$ cat config.mk
export PLATFORM = sky130hd
export DESIGN_NAME = uart_tx_arbiter
export DESIGN_NICKNAME = d
export VERILOG_FILES = /design/src/rtl/uart_tx_arbiter.sv
export SDC_FILE = /design/constraint.sdc
export NUM_CORES = 1
export LEC_CHECK = 0
export ABC_CLOCK_PERIOD_IN_PS = 4100
export CORE_MARGIN = 2
export CORE_UTILIZATION = 45
export DETAILED_ROUTE_END_ITERATION = 8
export PLACE_DENSITY = 0.73
export SLEW_MARGIN = 20
export SYNTH_ARGS = -nofsm -noshare
export SYNTH_HDL_FRONTEND = slang
export SYNTH_SLANG_ARGS = --single-unit
$ cat constraint.sdc
create_clock -name i_clock -period 4.1 [get_ports i_clock]
set_input_delay 1.025 -clock i_clock [delete_from_list [all_inputs] [get_ports i_clock]]
set_output_delay 1.025 -clock i_clock [all_outputs]
set_load 0.02 [all_outputs]
$ cat src/rtl/uart_tx_arbiter.sv
// uart_tx_arbiter
// Shares one UART transmitter between NUM_REQ byte-stream requesters.
// Whole frames are granted round-robin: the owner keeps the grant until the
// byte tagged i_last has been sent, or until the watchdog forces a release.
//
// Handshake: a requester holds i_req[k] high with a byte on i_data[k]/i_last[k];
// the byte is consumed in the cycle o_ack[k] pulses, exactly once per byte.
// After o_ack the requester presents its next byte or drops i_req by the next
// cycle. i_data/i_last are only sampled when the ack is issued.
// Towards the UART, o_tx_start is held high with o_data_tx stable until a
// rising edge of i_tx_done reports the word as sent.
module uart_tx_arbiter #(
    parameter int NUM_REQ            = 2,
    parameter int OUTPUT_WORD_LENGTH = 8,
    parameter int TX_TIMEOUT         = 4096,
    parameter int TIMEOUT_LENGTH     = 13
) (
    input  logic                                  i_clock,
    input  logic                                  i_reset,
    input  logic [NUM_REQ-1:0]                    i_req,
    input  logic [NUM_REQ*OUTPUT_WORD_LENGTH-1:0] i_data,
    input  logic [NUM_REQ-1:0]                    i_last,
    output logic [NUM_REQ-1:0]                    o_ack,
    output logic [NUM_REQ-1:0]                    o_grant,
    input  logic                                  i_tx_done,
    output logic                                  o_tx_start,
    output logic [OUTPUT_WORD_LENGTH-1:0]         o_data_tx,
    output logic                                  o_timeout,
    output logic [2:0]                            o_state
);

    localparam int PTR_W = (NUM_REQ > 1) ? $clog2(NUM_REQ) : 1;
    localparam logic [TIMEOUT_LENGTH-1:0] TMO_LAST = TIMEOUT_LENGTH'(TX_TIMEOUT - 1);

    typedef enum logic [2:0] {
        ST_IDLE = 3'b001,
        ST_SEND = 3'b010,
        ST_HOLD = 3'b100
    } state_e;

    state_e                          state_q, state_d;
    logic [NUM_REQ-1:0]              grant_q, grant_d;
    logic [NUM_REQ-1:0]              ack_q, ack_d;
    logic [OUTPUT_WORD_LENGTH-1:0]   data_q, data_d;
    logic                            last_q, last_d;
    logic                            done_q;
    logic [TIMEOUT_LENGTH-1:0]       tmo_cnt_q, tmo_cnt_d;
    logic [PTR_W-1:0]                rr_ptr_q, rr_ptr_d;
    logic [PTR_W-1:0]                owner_q, owner_d;
    logic                            timeout_q, timeout_d;

    logic                            done_edge;
    logic                            win_found;
    logic [PTR_W-1:0]                win_idx;
    logic [PTR_W-1:0]                sel_idx;
    logic [NUM_REQ-1:0]              sel_onehot;
    logic [OUTPUT_WORD_LENGTH-1:0]   sel_data;
    logic                            sel_last;
    logic                            owner_req;

    // A word counts as sent only on a fresh rising edge of the UART done flag.
    assign done_edge = i_tx_done & ~done_q;

    // Round-robin search starting just after the last served requester.
    always_comb begin
        win_found = 1'b0;
        win_idx   = '0;
        for (int i = 1; i <= NUM_REQ; i++) begin
            for (int k = 0; k < NUM_REQ; k++) begin
                if (!win_found && i_req[k] && (k == (int'(rr_ptr_q) + i) % NUM_REQ)) begin
                    win_found = 1'b1;
                    win_idx   = PTR_W'(k);
                end
            end
        end
    end

    // Pick the byte source: the arbitration winner in IDLE, the owner otherwise.
    always_comb begin
        sel_idx    = (state_q == ST_IDLE) ? win_idx : owner_q;
        sel_onehot = '0;
        sel_data   = '0;
        sel_last   = 1'b0;
        owner_req  = 1'b0;
        for (int k = 0; k < NUM_REQ; k++) begin
            if (PTR_W'(k) == sel_idx) begin
                sel_onehot[k] = 1'b1;
                sel_data      = i_data[k*OUTPUT_WORD_LENGTH +: OUTPUT_WORD_LENGTH];
                sel_last      = i_last[k];
            end
            if (PTR_W'(k) == owner_q) begin
                owner_req = i_req[k];
            end
        end
    end

    // Next-state and registered-output logic of the grant FSM.
    always_comb begin
        state_d   = state_q;
        grant_d   = grant_q;
        ack_d     = '0;
        data_d    = data_q;
        last_d    = last_q;
        tmo_cnt_d = tmo_cnt_q;
        rr_ptr_d  = rr_ptr_q;
        owner_d   = owner_q;
        timeout_d = 1'b0;
        case (state_q)
            ST_IDLE: begin
                grant_d = '0;
                if (win_found) begin
                    state_d   = ST_SEND;
                    grant_d   = sel_onehot;
                    ack_d     = sel_onehot;
                    data_d    = sel_data;
                    last_d    = sel_last;
                    tmo_cnt_d = '0;
                    owner_d   = win_idx;
                end
            end
            ST_SEND: begin
                tmo_cnt_d = tmo_cnt_q + TIMEOUT_LENGTH'(1);
                if (done_edge) begin
                    if (last_q) begin
                        state_d  = ST_IDLE;
                        grant_d  = '0;
                        rr_ptr_d = owner_q;
                    end else begin
                        state_d   = ST_HOLD;
                        tmo_cnt_d = '0;
                    end
                end else if (tmo_cnt_q == TMO_LAST) begin
                    // UART never reported completion: give the transmitter back.
                    state_d   = ST_IDLE;
                    grant_d   = '0;
                    rr_ptr_d  = owner_q;
                    timeout_d = 1'b1;
                end
            end
            ST_HOLD: begin
                tmo_cnt_d = tmo_cnt_q + TIMEOUT_LENGTH'(1);
                if (owner_req) begin
                    state_d   = ST_SEND;
                    ack_d     = sel_onehot;
                    data_d    = sel_data;
                    last_d    = sel_last;
                    tmo_cnt_d = '0;
                end else if (tmo_cnt_q == TMO_LAST) begin
                    // Owner stopped mid-frame: release so others are not starved.
                    state_d   = ST_IDLE;
                    grant_d   = '0;
                    rr_ptr_d  = owner_q;
                    timeout_d = 1'b1;
                end
            end
            default: begin
                state_d = ST_IDLE;
                grant_d = '0;
            end
        endcase
    end

    // State and output registers; reset aborts any frame in flight.
    always_ff @(posedge i_clock or negedge i_reset) begin
        if (!i_reset) begin
            state_q   <= ST_IDLE;
            grant_q   <= '0;
            ack_q     <= '0;
            data_q    <= '0;
            last_q    <= 1'b0;
            done_q    <= 1'b0;
            tmo_cnt_q <= '0;
            rr_ptr_q  <= PTR_W'(NUM_REQ - 1);
            owner_q   <= '0;
            timeout_q <= 1'b0;
        end else begin
            state_q   <= state_d;
            grant_q   <= grant_d;
            ack_q     <= ack_d;
            data_q    <= data_d;
            last_q    <= last_d;
            done_q    <= i_tx_done;
            tmo_cnt_q <= tmo_cnt_d;
            rr_ptr_q  <= rr_ptr_d;
            owner_q   <= owner_d;
            timeout_q <= timeout_d;
        end
    end

    assign o_tx_start = (state_q == ST_SEND);
    assign o_grant    = grant_q;
    assign o_ack      = ack_q;
    assign o_data_tx  = data_q;
    assign o_timeout  = timeout_q;
    assign o_state    = state_q;

endmodule
==> flow_metrics.py <==
metrics = {
    "timing": {
        "setup-tns-final_ns": 0,
        "holdWs_ns": 0.505,
        "fin_crit_sh_pct": 72.5,
        "hold_viol": 0,
        "relSlewSlack_pct": 56.0,
        "min_period_ns": 2.97,
        "finalSetupViolCount": 0,
        "timing.fmax_ghz": 0.336,
        "clock_skew_ns": 0.00649,
        "slew_violations": 0,
        "rsz0062_at_grt": "false",
        "worstMarginPinSlew_ns": 0.661,
    },
    "synth": {
        "synth_edf_count": 0,
        "synth_area_um2": 1830,
        "synth_flop_cell": "dfrtp_1",
        "yosysWarningCount": 0,
        "synth_largest_area_cell": "dfrtp_1",
        "syn_inst": 176,
        "synthesis.nets": 200,
        "seq_area_frac_synth_pct": 45.2,
        "synthTopCellsByArea": "dfrtp_1, mux2i_1, a21oi_1",
        "ys_types": 50,
        "synth.ff_latch_count": 33,
        "yosys.area.top_type_share_pct": 42.3,
        "syn_avg_cell_area_um2": 10.4,
        "ys_async_sr_fraction_pct": 100,
    },
    "power_and_ir_drop": {
        "finalPower_mw": 1.36,
        "p_per_area_nw_per_um2": 586,
        "p_leak_nw": 0.934,
        "peakVddDrop_v": 0.000360,
    },
    "worst_setup_path": {
        "critPathTopFamily": "buffers and inverters",
        "crit_path_start_kind": "flop",
        "reg2reg_from": "o_state[2]$_DFFE_PN0P_",
        "crit_path_top_delay_cell": "clkdlybuf4s50_1",
        "required_ns": 3.07,
        "path_buf_inv": 1,
        "ff2ff_setup_slack_ns": 2.16,
        "r2r_end": "rr_ptr_q$_DFFE_PN1P_",
        "worstPathCellList": "nor3b_4, clkdlybuf4s50_1",
        "cp-end-kind": "primary output",
        "r2r_cells": 4,
        "path_max_fanout": 10,
        "cpPeakStageDelay_ns": 0.67,
        "cp.arrival_ns": 1.95,
        "path_class": "flop to primary output",
    },
    "route": {
        "wl_per_cell_um": 14.4,
        "drcViolationCount": 0,
        "wl_um": 3860,
        "vias": 1491,
        "ant_nets": 0,
        "dr.pass1.iters": 4,
        "vias_per_cell": 5.56,
        "drtIter0Drc": 94,
    },
    "cells_and_area": {
        "fillers": 349,
        "nNetsFinal": 241,
        "antenna_cells": 0,
        "drive_above_1_share_pct": 11.9,
        "syn2layout_area_growth_pct": 26.2,
    },
    "min_path": {
        "min_delay_path_depth": 1,
        "worstHoldPathType": "flop to flop",
        "min_to": "tmo_cnt_q[11]$_DFFE_PN0P_",
        "hp-start": "tmo_cnt_q[11]$_DFFE_PN0P_",
    },
    "clocking": {
        "clock_sinks": 33,
        "cts_buffers": 5,
        "holdBufCountCts": 0,
        "cts_tree": "done",
        "cts_buffer_depth": 2,
        "cts-htree-levels": 2,
        "cts_resized": 0,
        "insertion_delay_ns": 0.28,
        "cts_setup_buffers": 0,
        "cts_root_buf": "clkbuf_8",
        "path_clk_slew_ns": 0.07,
    },
    "floorplanning": {
        "die_y_um": 67.8,
        "core.rowCount": 23,
        "initial_core_util_pct": 46.2,
        "die_w_um": 67.8,
        "core_um2": 3970,
        "num_io_pins": 40,
        "die_area_um2": 4600,
    },
    "placement": {
        "port_buffers": 39,
        "post-dp-hpwl_um": 2800,
        "routabilityCongestion": 0.795,
    },
    "global_routing": {
        "overflow": 0,
        "track_usage_pct": 18.9,
        "antenna_found_initial": 0,
        "first_global_vias": 1333,
        "grt_pass1_wl_um": 6270,
        "grt_start_max_net_pins": 34,
    },
    "job": {
        "maxCapViolCount": 0,
    },
    "outcome": {
        "status": "complete, no violations",
    },
}
worst reg2reg max path, delay by kind of cell (launching register included):
family / cells / cell delay [ns]
simple gates: 1 / 0.36
flops: 1 / 0.63
mux: 1 / 0.35
compound gates: 2 / 0.52
how the worst max path moves through the flow:
stage	start	to	slack, ns	depth (start not counted)
floorplan	i_tx_done	tmo_cnt_q[10]$_DFFE_PN0P_	1.93	4
global placement	i_tx_done	rr_ptr_q$_DFFE_PN1P_	1.33	5
detailed placement	i_tx_done	rr_ptr_q$_DFFE_PN1P_	1.27	5
CTS	o_state[1]$_DFFE_PN0P_	o_tx_start	1.12	2
global route	o_state[1]$_DFFE_PN0P_	o_tx_start	1.06	2
finish	o_state[1]$_DFFE_PN0P_	o_tx_start	1.13	2
logic make-up after synthesis:
| kind of cell | synth area share [%] |
|---|---|
| AOI/OAI and AO/OA | 18.8 |
| buffers and inverters | 4.71 |
| muxes | 7.91 |
| and+or+nand+nor | 22.2 |
| adders and majority gates | 0.682 |
| xor gates and xnor gates | 0.478 |
| DFF | 45.2 |
per-layer routing:
| layer | part of all wire (%) | global-route usage (%) |
|---|---|---|
| met5 | 0 | 0 |
| met3 | 3.2 | 5.26 |
| met2 | 48 | 27.8 |
| met1 | 46 | 25.4 |
| met4 | 2.3 | 10.0 |
synthesized netlist by cell type, types with 2 or more instances:
library cell and count:
dfrtp_1 31, a21oi_1 17, nand2_1 15, nor2_1 14, mux2i_1 12, a31oi_1 8
o21ai_0 7, inv_1 5, nand2b_1 5, nand3_1 5, buf_6 4, a211oi_1 3
buf_4 3, nand4_1 3, nor3_1 3, or2_2 3, dfstp_2 2, nor3b_2 2
o21ai_2 2, or3b_1 2
through the flow:
step                cells  util, %  area, um2  setup WS [ns]
floorplan             176        -       1830           1.93
global placement      260     56.3       2230           1.33
detailed placement    260     56.3       2230           1.27
CTS                   268     58.3       2310           1.12
global route          268     58.3       2310           1.06
finish                268     58.3       2310           1.13
sequential cells by signal (all words and copies together) (netlist names):
register / count
owner_q: 1
o_data_tx: 8
last_q: 1
rr_ptr_q: 1
tmo_cnt_q: 13
done_q: 1
o_state: 3
o_timeout: 1
o_grant: 2
o_ack: 2
power by group:
group / internal [mW] / switching, mW / total [mW]
combinational: 0.290 / 0.331 / 0.620
clock: 0.121 / 0.113 / 0.233
sequential: 0.417 / 0.0844 / 0.502
total: 0.828 / 0.528 / 1.36
layout make-up:
class / instances / area (um2) / area share, %
Tap cell: 50 / 62.6 / 2.70
Clock buffer: 8 / 80.1 / 3.46
Timing Repair Buffer: 41 / 405 / 17.5
Multi-Input combinational cell: 131 / 920 / 39.7
Inverter: 5 / 18.8 / 0.811
Sequential cell: 33 / 828 / 35.8
placed cells by master (no fill, tap or decap), types with 5 or more instances in the layout:
cell type,n
clkbuf_8,5
mux2i_1,12
dfrtp_1,31
nand3_1,5
o21ai_0,7
nand2b_1,5
nor2_1,14
a31oi_1,8
nand2_1,15
clkdlybuf4s50_1,39
a21oi_1,17
inv_1,5
Note: power is estimated with default switching activity, not from simulation.
